### config.mk
export PLATFORM = sky130hd
export DESIGN_NAME = barrett_for_1307
export DESIGN_NICKNAME = d
export VERILOG_FILES = /design/src/rtl/barrett_for_1307.sv
export SDC_FILE = /design/constraint.sdc
export NUM_CORES = 1
export LEC_CHECK = 0
export ABC_AREA = 1
export CORE_MARGIN = 3
export CORE_UTILIZATION = 45
export CTS_BUF_LIST = sky130_fd_sc_hd__clkbuf_4 sky130_fd_sc_hd__clkbuf_8 sky130_fd_sc_hd__clkbuf_16
export DETAILED_ROUTE_END_ITERATION = 16
export MAX_ROUTING_LAYER = met4
export PLACE_DENSITY = 0.72
export SLEW_MARGIN = 20
export SYNTH_ARGS = -nofsm -noshare
export SYNTH_HDL_FRONTEND = slang
export SYNTH_SLANG_ARGS = --single-unit
### constraint.sdc
create_clock -name clk -period 4.4 [get_ports clk]
set_input_delay 1.32 -clock clk [delete_from_list [all_inputs] [get_ports clk]]
set_output_delay 1.32 -clock clk [all_outputs]
set_load 0.01 [all_outputs]
### src/rtl/barrett_for_1307.sv
// Two-stage pipelined Barrett reducer: dout_r = din_a mod 1307 for any 21-bit input.
// Stage 1 estimates the quotient; stage 2 subtracts and applies one conditional correction.
module barrett_for_1307 (
  input  logic        clk,
  input  logic        rst_n,
  input  logic        in_valid,
  input  logic [20:0] din_a,
  output logic        out_valid,
  output logic [10:0] dout_r
);

  localparam int unsigned P  = 1307;
  localparam int unsigned K  = 22;
  localparam logic [32:0] MU = 33'd3209;

  // Stage 1: quotient estimate, never above floor(a/P) and at most one below it.
  logic [32:0] w_prod;
  logic [10:0] w_q_est;

  assign w_prod  = {12'd0, din_a} * MU;
  assign w_q_est = 11'(w_prod >> K);

  logic        r_v1;
  logic [10:0] r_q;
  logic [20:0] r_a;

  // NOTE: every pipeline register, including the data registers, is cleared on reset
  // so dout_r reads 0 until the first result lands; sequential state uses <= only.
  always_ff @(posedge clk or negedge rst_n) begin
    if (!rst_n) begin
      r_v1 <= 1'b0;
      r_q  <= '0;
      r_a  <= '0;
    end else begin
      r_v1 <= in_valid;
      if (in_valid) begin
        r_q <= w_q_est;
        r_a <= din_a;
      end
    end
  end

  // Stage 2: the remainder a - q*P is at most 2P-1, so it fits in 12 bits.
  logic [20:0] w_qp;
  logic [11:0] w_r0;
  logic [11:0] w_r;

  assign w_qp = 21'({10'd0, r_q} * 21'(P));
  assign w_r0 = 12'(r_a - w_qp);
  assign w_r  = (w_r0 >= 12'(P)) ? (w_r0 - 12'(P)) : w_r0;

  // dout_r keeps its last result through bubbles.
  always_ff @(posedge clk or negedge rst_n) begin
    if (!rst_n) begin
      out_valid <= 1'b0;
      dout_r    <= '0;
    end else begin
      out_valid <= r_v1;
      if (r_v1) begin
        dout_r <= 11'(w_r);
      end
    end
  end

endmodule

==> impl_metrics.py <==
metrics = {
    "floorplanning": {
        "die_x_um": 131,
        "core_area_um2": 15300,
        "ios": 36,
        "start_util": 0.462,
        "dieArea_um2": 17300,
        "die_h_um": 131,
        "num_rows": 45,
    },
    "route": {
        "postRouteAntennaNets": 0,
        "wl_mm": 18.8,
        "via_per_inst": 5.08,
        "vias": 6337,
        "route.detailed.wl_per_inst_um": 15.1,
        "drcViolationCount": 0,
        "first_pass_iters": 7,
        "drtIter0Drc": 249,
    },
    "yosys": {
        "synthFlopType": "dfrtp_1",
        "ys_seq_elements": 36,
        "syn_avg_cell_area_um2": 8.08,
        "synth_top_area_cell": "ha_1",
        "synth_edf_count": 0,
        "postSynthCellCount": 877,
        "syn_nets": 1124,
        "yosys_warnings": 0,
        "synth_area_leaders": "ha_1 (28%), fa_1 (19%), dfrtp_1 (13%)",
        "async_reset_ff_frac": 1.00,
        "seq_area_frac_synth": 0.127,
        "synth_top_area_frac": 0.276,
        "synthesis.area_um2": 7080,
        "ys_types": 38,
    },
    "final_layout": {
        "instances_no_fill": 1247,
        "area_growth_syn_to_layout_pct": 40.7,
        "drive_gt1_frac": 0.320,
        "nFillCells": 1227,
        "fin_area_um2": 9960,
        "layout_commonest_cell": "nand2_1",
        "final_core_util": 0.650,
        "mostFrequentLayoutCells": "nand2_1 (173), inv_1 (161), buf_4 (116)",
        "nets": 1282,
        "antenna_cells": 0,
    },
    "clock_network": {
        "cts.clk_slew.worst_paths_ps": 60,
        "root_buffer": "clkbuf_16",
        "h-tree-depth": 2,
        "cts.sinks": 36,
        "clockBufferDepth": 2,
        "cts_buffers": 5,
        "clkLatencyLatePin_ps": 280,
        "tritoncts": "built",
    },
    "critical_path": {
        "crit_type": "input port to register",
        "path_max_fanout": 4,
        "crit_buf_inv": 1,
        "critPathTopFamily": "adder cells",
        "crit_path_start_kind": "input port",
        "worstPathCellList": "buf_12 -> ha_4 -> fa_2 -> fa_2 -> fa_2 -> ha_4 -> ha_4 -> nand2_2 -> o21ai_4 -> a21oi_2 -> o221ai_2 -> or2_2 -> nand3_1 -> o21ai_1",
        "max_stage_delay_ps": 610,
        "arrival_ps": 4800,
        "crit_start": "din_a[7]",
        "cp_slowest_cell": "fa_2",
        "crit_required_ps": 4560,
        "timing.rr.start": "r_q[5]",
        "critPathCaptureType": "register",
    },
    "global_route": {
        "grt_usage": 0.223,
        "grt_pass1_wl_mm": 31.3,
        "grt_overflow": 0,
        "grt_max_degree": 37,
        "grt_antenna_before_repair": 0,
        "grt_pass1_vias": 6701,
    },
    "timing": {
        "hold_viol": 0,
        "rsz0062_at_grt": "true",
        "fin_crit_sh": 1.05,
        "relSlewSlack": 0.485,
        "slew_violations": 0,
        "fmax_ghz": 0.216,
        "layout_min_cycle_time_ps": 4640,
        "setup_slack_ps": -236,
        "skew_ps": 7.86,
        "tightest_slew_ps": 773,
        "finalSetupViolCount": 11,
    },
    "placed_design": {
        "dp.cells": 1228,
        "place_ws_ps": -1170,
        "place.gp.congestion": 0.892,
        "dp_hpwl_mm": 15.1,
        "placed_area_um2": 8930,
        "portBuffers": 35,
    },
    "run_status": {
        "violations": "negative setup slack",
        "status": "complete, but fails checks",
    },
    "job": {
        "maxCapViolations": 0,
    },
    "worst_hold_path": {
        "min_from": "dout_r[2]",
        "hp-class": "register to register",
    },
}
-- timing repair --
item | 4_1_cts | 5_1_grt
hold endpoints to repair | 0 | 0
gates resized for setup | 169 | 67
endpoints found under the setup margin | 19 | 22
hold buffers | 0 | 0
pin swaps | 75 | 35
setup buffers | 10 | 1
-- area by class of cell --
cell class,instances,area [um2],share of cell area
sequential,36,902,0.0906
inverter,174,653,0.0656
clock inverter,3,46.3,0.00465
clock buffer,5,125,0.0126
timing repair buffer,160,1340,0.135
multi-input combinational,658,6630,0.665
tap,211,264,0.0265
-- routing by layer --
layer | global-route usage | routed length, um | vias to the layer above
met5 | - | 0 | -
met2 | 0.414 | 10300 | 118
li1 | - | - | 3115
met4 | 0.0653 | 493 | 0
met1 | 0.260 | 7690 | 3061
met3 | 0.0153 | 322 | 43
-- cells in the mapped netlist (7+ instances only) --
cell     count
xnor2_1     12
ha_1       156
fa_1        67
o21ai_0     37
a21oi_1     35
nand4_1     10
xor2_1      13
nand3_2      7
nand3_1     45
nor2_1      32
dfrtp_1     36
nand2_1    193
nand2_2      7
inv_1      172
-- cell families after synthesis --
logic type,Yosys count,share of synthesized area
AOI/OAI and AO/OA,92,0.0731
adders and majority gates,223,0.465
and+or+nand+nor,316,0.198
buffers and inverters,183,0.0996
DFF,36,0.127
xor gates and xnor gates,27,0.0371
-- final timing paths --
| check | endpoint | slack (ps) | cells past startpoint |
|---|---|---|---|
| worst max-delay path | r_q[0] | -240 | 14 |
| worst min-delay path | dout_r[2] | 480 | 2 |
| worst max register to register | dout_r[7] | 150 | 21 |
| worst min register to register | dout_r[2] | 480 | 2 |
| max in group asynchronous | r_q[3] | 2740 | 1 |
| min in group asynchronous | dout_r[9] | 1110 | 1 |
-- stage by stage --
step | hold slack [ps] | TNS, ps
after floorplan | 414 | -1730
after global placement | 465 | -10910
after detailed placement | 476 | -11820
after CTS | 490 | -1340
after global routing | 499 | -4490
final | 483 | -1950
-- tightest hold or removal path, stage by stage (launching register included) --
cell and delay, ps:
dfrtp_1 340, nand2_1 50, nand2_1 60
-- registers in the layout (all words and copies together), names as in the netlist --
register   count
r_v1           1
r_a           12
dout_r        11
out_valid      1
r_q           11
Power is left out: the tool's default activity adds up to more than one toggle a clock period on the data nets, which glitch-free logic cannot reach.
